## config.mk

```make
export PLATFORM = sky130hd
export DESIGN_NAME = spi_slave_rx_if
export DESIGN_NICKNAME = d
export VERILOG_FILES = /design/src/rtl/spi_pkg.sv /design/src/rtl/spi_sync_edge.sv /design/src/rtl/spi_slave_rx_if.sv
export SDC_FILE = /design/constraint.sdc
export NUM_CORES = 1
export LEC_CHECK = 0
export CORE_ASPECT_RATIO = 1.25
export CORE_UTILIZATION = 30
export DETAILED_ROUTE_END_ITERATION = 16
export DONT_BUFFER_PORTS = 1
export GPL_ROUTABILITY_DRIVEN = 1
export SYNTH_ARGS = -nofsm -noshare
export SYNTH_HDL_FRONTEND = slang
export SYNTH_SLANG_ARGS = --single-unit
```

## constraint.sdc

```tcl
create_clock -name clk -period 3.5 [get_ports clk]
set_clock_uncertainty 0.2 [all_clocks]
set_input_delay 0.7 -clock clk [delete_from_list [all_inputs] [get_ports clk]]
set_output_delay 0.7 -clock clk [all_outputs]
set_load 0.01 [all_outputs]
```

## src/rtl/spi_pkg.sv

```systemverilog
// Shared types and helpers for the SPI responder: FSM states, mode decoding
// and synchronizer depth.
package spi_pkg;

    localparam int unsigned SYNC_STAGES = 2;

    typedef enum logic [1:0] {
        IDLE  = 2'd0,
        LOAD  = 2'd1,
        SHIFT = 2'd2
    } spi_state_e;

    function automatic logic mode_cpol(input logic [1:0] mode);
        return mode[1];
    endfunction

    function automatic logic mode_cpha(input logic [1:0] mode);
        return mode[0];
    endfunction

endpackage

```

## src/rtl/spi_sync_edge.sv

```systemverilog
// Two-flop synchronizer for an asynchronous pin plus a history flop that
// yields one-cycle rise/fall strobes of the synchronized level.
module spi_sync_edge
    import spi_pkg::*;
#(
    parameter logic rst_val = 1'b0
) (
    input  logic clk,
    input  logic reset,
    input  logic din,
    output logic sync,
    output logic rise_c,
    output logic fall_c
);

    logic [SYNC_STAGES-1:0] stages;
    logic                   prev;

    // Flops reset to the pin's idle level so reset never fakes an edge.
    always_ff @(posedge clk) begin
        if (!reset) begin
            stages <= {SYNC_STAGES{rst_val}};
            prev   <= rst_val;
        end else begin
            stages <= {stages[SYNC_STAGES-2:0], din};
            prev   <= stages[SYNC_STAGES-1];
        end
    end

    assign sync   = stages[SYNC_STAGES-1];
    assign rise_c = sync & ~prev;
    assign fall_c = ~sync & prev;

endmodule

```

## src/rtl/spi_slave_rx_if.sv

```systemverilog
// SPI responder: oversamples sclk/ss_n/mosi in the clk domain, receives
// bits_num-bit frames and returns a reply word from a one-entry holding buffer.
// Define SPI_LSB_FIRST_EN to transfer LSB first (default MSB first).
module spi_slave_rx_if
    import spi_pkg::*;
#(
    parameter logic [1:0]  mode     = 2'b00,
    parameter int unsigned bits_num = 8
) (
    input  logic                clk,
    input  logic                reset,
    input  logic                sclk,
    input  logic                ss_n,
    input  logic                mosi,
    output logic                miso,
    output logic                miso_oe,
    input  logic [bits_num-1:0] tx_data,
    input  logic                tx_valid,
    output logic                tx_ready,
    output logic [bits_num-1:0] rx_data,
    output logic                rx_valid,
    output logic                busy,
    output logic                frame_err,
    output logic                tx_underrun
);

    localparam logic            CPOL     = mode_cpol(mode);
    localparam logic            CPHA     = mode_cpha(mode);
    localparam int unsigned     CNT_W    = $clog2(bits_num);
    localparam logic [CNT_W-1:0] LAST_BIT = CNT_W'(bits_num - 1);
`ifdef SPI_LSB_FIRST_EN
    localparam int unsigned     OUT_IDX  = 0;
`else
    localparam int unsigned     OUT_IDX  = bits_num - 1;
`endif

    spi_state_e             state;
    logic [CNT_W-1:0]       count;
    logic [bits_num-1:0]    rx_shift;
    logic [bits_num-1:0]    tx_shift;
    logic [bits_num-1:0]    hold;
    logic                   skip_shift;
    logic [SYNC_STAGES-1:0] mosi_stages;
    logic                   mosi_sync;
    logic                   sclk_sync, sclk_rise, sclk_fall;
    logic                   ss_sync, ss_rise, ss_fall;
    logic                   sclk_edge_c, lead_c, trail_c, sample_c, shift_c;
    logic                   accept_c;
    logic [bits_num-1:0]    rx_next_c, tx_next_c, load_word_c;

    spi_sync_edge #(.rst_val(CPOL)) u_sclk_sync (
        .clk    (clk),
        .reset  (reset),
        .din    (sclk),
        .sync   (sclk_sync),
        .rise_c (sclk_rise),
        .fall_c (sclk_fall)
    );

    spi_sync_edge #(.rst_val(1'b1)) u_ss_sync (
        .clk    (clk),
        .reset  (reset),
        .din    (ss_n),
        .sync   (ss_sync),
        .rise_c (ss_rise),
        .fall_c (ss_fall)
    );

    always_ff @(posedge clk) begin
        if (!reset) mosi_stages <= '0;
        else        mosi_stages <= {mosi_stages[SYNC_STAGES-2:0], mosi};
    end
    assign mosi_sync = mosi_stages[SYNC_STAGES-1];

    // Leading edge leaves the idle level; trailing edge returns to it.
    assign sclk_edge_c = sclk_rise | sclk_fall;
    assign lead_c      = sclk_edge_c & (sclk_sync != CPOL);
    assign trail_c     = sclk_edge_c & (sclk_sync == CPOL);
    assign sample_c    = CPHA ? trail_c : lead_c;
    assign shift_c     = CPHA ? lead_c  : trail_c;

    assign accept_c    = tx_valid & tx_ready;
    assign load_word_c = tx_ready ? {bits_num{1'b0}} : hold;

`ifdef SPI_LSB_FIRST_EN
    assign rx_next_c = {mosi_sync, rx_shift[bits_num-1:1]};
    assign tx_next_c = {1'b0, tx_shift[bits_num-1:1]};
`else
    assign rx_next_c = {rx_shift[bits_num-2:0], mosi_sync};
    assign tx_next_c = {tx_shift[bits_num-2:0], 1'b0};
`endif

    always_ff @(posedge clk) begin
        if (!reset) begin
            state       <= IDLE;
            count       <= '0;
            rx_shift    <= '0;
            tx_shift    <= '0;
            hold        <= '0;
            skip_shift  <= 1'b0;
            tx_ready    <= 1'b1;
            miso        <= 1'b0;
            miso_oe     <= 1'b0;
            rx_data     <= '0;
            rx_valid    <= 1'b0;
            busy        <= 1'b0;
            frame_err   <= 1'b0;
            tx_underrun <= 1'b0;
        end else begin
            rx_valid    <= 1'b0;
            frame_err   <= 1'b0;
            tx_underrun <= 1'b0;
            miso_oe     <= ~ss_sync;

            unique case (state)
                IDLE: begin
                    if (ss_fall) begin
                        state <= LOAD;
                        busy  <= 1'b1;
                    end
                end
                LOAD: begin
                    if (ss_rise) begin
                        state <= IDLE;
                        busy  <= 1'b0;
                    end else begin
                        tx_shift    <= load_word_c;
                        miso        <= load_word_c[OUT_IDX];
                        tx_underrun <= tx_ready;
                        tx_ready    <= 1'b1;
                        skip_shift  <= CPHA;
                        count       <= '0;
                        state       <= SHIFT;
                    end
                end
                SHIFT: begin
                    if (ss_rise) begin
                        state     <= IDLE;
                        busy      <= 1'b0;
                        count     <= '0;
                        frame_err <= (count != '0);
                    end else if (sample_c) begin
                        rx_shift <= rx_next_c;
                        if (count == LAST_BIT) begin
                            rx_data     <= rx_next_c;
                            rx_valid    <= 1'b1;
                            count       <= '0;
                            // ss_n is still low here: reload for a back-to-back frame
                            // and swallow the shift edge that follows the last sample.
                            tx_shift    <= load_word_c;
                            miso        <= load_word_c[OUT_IDX];
                            tx_underrun <= tx_ready;
                            tx_ready    <= 1'b1;
                            skip_shift  <= 1'b1;
                        end else begin
                            count <= count + CNT_W'(1);
                        end
                    end else if (shift_c) begin
                        if (skip_shift) begin
                            skip_shift <= 1'b0;
                        end else begin
                            tx_shift <= tx_next_c;
                            miso     <= tx_next_c[OUT_IDX];
                        end
                    end
                end
                default: begin
                    state <= IDLE;
                    busy  <= 1'b0;
                end
            endcase

            // Placed after the FSM so a same-cycle LOAD sees the buffer empty first.
            if (accept_c) begin
                hold     <= tx_data;
                tx_ready <= 1'b0;
            end
        end
    end

endmodule

```

# After elaboration in Yosys (flattened, before gate mapping)
# Cells that the tools add are included.
dict set report totals {
  wordCells 111
  latch_bits 0
  output_inout_bits 15
  ram_bits 0
  mem_count 0
  input_bits 14
  ff_bits 51
  romBits 0
}
dict set report op_classes {
  add_sub_neg 1
  n_eq_ne 16
  bitwise 16
  n_mux 44
  shift 0
  n_div 0
  n_lt_le_gt_ge 0
  reduce_logical 15
  multipliers 0
}
# op count
set op_table {}
lappend op_table {{7-bit 2-to-1 mux} 6}
lappend op_table {{3-bit inequality test (second input constant)} 8}
lappend op_table {{1-bit 2-to-1 mux} 22}
lappend op_table {{7-bit case mux with 2 select lines} 1}
lappend op_table {{3-bit 2-to-1 mux} 4}
lappend op_table {{1-bit case mux with 2 select lines} 5}
lappend op_table {{5-bit AND reduction} 2}
lappend op_table {{3-bit AND reduction} 3}
lappend op_table {{8-bit 2-to-1 mux} 1}
lappend op_table {{2-bit inequality test (second input constant)} 4}
lappend op_table {{1-bit NOT} 8}
lappend op_table {{1-bit bitwise AND} 7}
lappend op_table {{2-bit 2-to-1 mux} 3}
lappend op_table {{2-bit case mux with 3 select lines} 1}
lappend op_table {{3-bit case mux with 2 select lines} 1}
lappend op_table {{6-bit AND reduction} 1}
lappend op_table {{3-bit nonzero test} 2}
lappend op_table {{2-bit AND reduction} 2}
lappend op_table {{4-bit AND reduction} 1}
lappend op_table {{4-bit OR reduction} 1}
lappend op_table {{3-bit by 1-bit adder with 3-bit output (second input constant)} 1}
lappend op_table {{3-bit equality test (second input constant)} 1}
lappend op_table {{2-bit by 1-bit equality test with 1-bit output (second input constant)} 1}
lappend op_table {{2-bit equality test (second input constant)} 1}
lappend op_table {{5 further kinds} 5}

# Depth between registers and ports, before layout
dict set report logic_depth {
  ltp_word 8
  mapped_depth 8
}

# Hierarchy
# From an unflattened synthesis, not the netlist that was laid out.
dict set report unflattened {
  hier_cells 233
  hier_area_um2 2118.3
}
# module cells_each area_per_inst_um2 instances seq_area_each_um2
set modules_own_cells {}
lappend modules_own_cells {spi_slave_rx_if 217 1935.6 1 900.9}
lappend modules_own_cells {spi_sync_edge 8 91.3 2 60.1}

# Worst setup path after synthesis
# OpenSTA, ideal clock, no wires.
dict set report synth_timing {
  path_type {register to register}
  start {reg state[0]}
  end {reg skip_shift}
  period_less_slack_ps 1819
  t_arrival_ps 1487
  path_slack_ps 1681
  path_buffers 2
  path_stages_with_launch 9
  cell_sequence {dfxtp_1 -> inv_1 -> ha_1 -> or2_4 -> and3_4 -> buf_6 -> buf_6 -> a21oi_2 -> a211oi_2}
}
dict set report synth_via {
  elab_chain_cells 3
  elab_cells_between_ends 9
}
# element line_no
set synth_lines {}
lappend synth_lines {{start, declared} spi_slave_rx_if.sv:37} ;# spi_state_e state;
lappend synth_lines {{start signal, assigned} spi_slave_rx_if.sv:95} ;# state <= IDLE;
lappend synth_lines {{start signal, assigned} spi_slave_rx_if.sv:118} ;# state <= LOAD;
lappend synth_lines {{start signal, assigned} spi_slave_rx_if.sv:124} ;# state <= IDLE;
lappend synth_lines {{2-bit equality test or 2-bit by 1-bit equality test with 1-bit output (tied branches)} spi_slave_rx_if.sv:115} ;# unique case (state)
lappend synth_lines {{3-bit inequality test (no source line), or another cell as far along} n/a}
lappend synth_lines {{5-bit AND reduction (no source line)} n/a}
lappend synth_lines {{end signal, assigned} spi_slave_rx_if.sv:100} ;# skip_shift <= 1'b0;
lappend synth_lines {{end signal, assigned} spi_slave_rx_if.sv:131} ;# skip_shift <= CPHA;
lappend synth_lines {{end signal, assigned} spi_slave_rx_if.sv:154} ;# skip_shift <= 1'b1;
lappend synth_lines {{end, declared} spi_slave_rx_if.sv:42} ;# logic skip_shift;
# Parallel ways exist; a longest one is shown, timed or not.
# A chain may end at the register's enable or synchronous reset.

# Final worst setup path
dict set report layout_timing {
  start {reg state[0]}
  end {reg count[0]}
}
dict set report layout_via {
  elab_chain_cells 3
  elab_cells_between_ends 7
}
# element line_no
set layout_lines {}
lappend layout_lines {{2-bit equality test or 2-bit by 1-bit equality test with 1-bit output (tied branches)} spi_slave_rx_if.sv:115}
lappend layout_lines {{3-bit inequality test (no source line), or another cell as far along} n/a}
lappend layout_lines {{3-bit AND reduction (no source line)} n/a}
lappend layout_lines {{end signal, assigned} spi_slave_rx_if.sv:156} ;# count <= count + CNT_W'(1);
lappend layout_lines {{end, declared} spi_slave_rx_if.sv:38} ;# logic [CNT_W-1:0] count;
# Parallel ways exist; a longest one is shown, timed or not.

==> metrics.yaml <==
dieArea_um2: 7510
power_density_nw_per_um2: 554
design.core.area_um2: 6930
worstMarginPinSlew_ns: 0.896
grt_pass1_vias: 1430
period_share_pct: 60.5
crit_fanout: 13
syn-num-nets: 263
peakVddDrop_mv: 0.178
max_freq_mhz: 472
hold_depth: 1
drive_gt1_share_pct: 6.84
cp.arrival_ns: 2.09
p_int_mw: 0.874
fin_nets: 254
synth_top_area_share_pct: 47.5
setup_viol: 0
drtIter0Drc: 56
p_leak_nw: 0.797
combPwrFrac_pct: 18.9
synth_area_leaders: "dfxtp_1 (48%), a21oi_1 (8.9%), nand2_1 (6.8%)"
numCtsBuffers: 5
wl_mm: 3.99
path_cells: "inv_1, ha_1, inv_1, o311ai_4, mux2i_1, nor2_1"
cp-start-kind: "register"
syn_area_um2: 2150
synth_edf_count: 0
std_cell_rows: 34
slew_headroom_pct: 40.2
drc_errors: 0
synthesis.instances: 242
tns_ns: 0
gp_congestion: 0.756
slowest_stage: "ha_1"
timing.critical_path.buf_inv: 2
post-cts-setup-buffers: 0
p_switching_mw: 0.378
cpMostUsedCell: "inv_1"
ys_seq_elements: 51
routedWlPerCell_um: 12.3
stdcell_count: 324
rsz0062_at_grt: "no"
portBuffers: 0
synth.most_common_cell: "dfxtp_1"
path_clk_slew_ns: 0.10
critPathCaptureType: "register"
asyncSetResetFlopFracSynth_pct: 0
netlist.top_cell.by_area: "dfxtp_1"
p_clk_share_pct: 28.2
grt_pass1_wl_mm: 6.79
antenna_found_initial: 0
crit_cells: 6
cts.path.max_buffers: 2
clock_sinks: 51
yosysUniqueCellTypes: 34
ys.flop_type: "dfxtp_1"
grt_usage_pct: 11.5
p_seq_share_pct: 52.9
dr_total_vias: 1554
ant_nets: 0
hold_path.class: "reg -> reg"
dr.pass1.iters: 6
swShare_pct: 30.2
clk-insertion-delay-late_ns: 0.32
initial_core_util_pct: 31.0
hold_viol: 0
syn_to_final_growth_pct: 5.24
drv_slew: 0
grt_remaining_overflow: 0
outcome: "finished, final reports clean"
placed_cells: 316
viasPerCell: 4.80
die_x_um: 77.7
crit_path_max_incr_delay_ns: 0.45
synth_common_cells: "dfxtp_1 (51), nand2_1 (39), a21oi_1 (38)"
h-tree-depth: 2
min_period_ns: 2.12
drv_cap: 0
ys_seq_area_share_pct: 47.5
hold_buffers: 0
ff2ff_path_depth: 6
cts.repair.resized: 0
synth_warnings: 0
die_h_um: 96.6
io_pins: 29
critical-path-top-delay-family: "adder cells"
diodes: 0
setup.worst_path.class: "reg -> reg"
required_ns: 3.47
cts_root_buf: "clkbuf_8"
avgSynthCellArea_um2: 8.88
grt_max_degree: 30
dp_hpwl_mm: 2.76
cts_tree: "built"
worst reg2reg max path: stages (launching register included):
cell	delay [ns]
dfxtp_1	0.35
inv_1	0.08
ha_1	0.45
inv_1	0.24
o311ai_4	0.37
mux2i_1	0.24
nor2_1	0.05
cell usage in the layout, fill, tap and decap left out, drive strengths merged, types with 5 or more instances in the layout:
cell     n
ha       7
nor2     7
a311oi   7
mux2i    9
nand3   20
and2     5
inv     11
nand2   39
a21oi   39
nor2b    7
dfxtp   51
nand2b   6
clkbuf   5
through the flow:
step                      utilization (%)  area (µm²)  hold slack (ns)  setup WS [ns]  power (mW)
after floorplan                         -        2150            0.186           1.68       0.895
after global placement               31.2        2170            0.195           1.42       0.906
after detailed placement             31.2        2170            0.196           1.40       0.911
after CTS                            32.6        2260            0.220           1.38        1.27
after global routing                 32.6        2260            0.244           1.13        1.32
final                                32.6        2260            0.217           1.38        1.25
path summary, 6_finish.rpt:
path / slack [ns] / end / start
setup / recovery: 1.38 / count[0] / state[0]
hold / removal: 0.22 / u_ss_sync.stages[1] / u_ss_sync.stages[0]
setup reg to reg: 1.38 / count[0] / state[0]
hold reg to reg: 0.22 / u_ss_sync.stages[1] / u_ss_sync.stages[0]
power by group through the flow:
stage / Combinational (mW) / Sequential, mW / Clock, mW
6_report: 0.236 / 0.662 / 0.353
5_1_grt: 0.263 / 0.669 / 0.388
4_1_cts: 0.237 / 0.663 / 0.368
3_5_place_dp: 0.236 / 0.675 / 0
3_3_place_gp: 0.232 / 0.675 / 0
2_1_floorplan: 0.233 / 0.662 / 0
registers in the layout, indices dropped and copies added, names as in the netlist, 2 cells and up:
name,flops
state,2
rx_shift,7
mosi_stages,2
u_ss_sync.stages,2
u_sclk_sync.stages,2
hold,8
count,3
tx_shift,7
rx_data,8
routing by layer:
| layer | up-vias | track usage (%) | wire length, µm |
|---|---|---|---|
| met3 | 8 | 3.49 | 180 |
| met1 | 708 | 13.5 | 1850 |
| li1 | 811 | - | - |
| met2 | 27 | 18.4 | 1870 |
| met5 | - | 0 | 0 |
| met4 | 0 | 6.24 | 91 |
logic make-up after synthesis:
kind of cell | share of synthesized area, %
AOI/OAI and AO/OA | 16.0
adders and majority gates | 4.08
buffers and inverters | 6.35
DFF | 47.5
muxes | 4.19
and+or+nand+nor | 21.8
layout make-up:
type	count	area [µm²]
Clock buffer	5	68.8
Clock inverter	3	26.3
Fill cell	736	4670
Inverter	9	33.8
Multi-Input combinational cell	165	991
Sequential cell	51	1020
Tap cell	90	113
Timing Repair Buffer	1	7.51
Power figures use the tool's default switching activity.
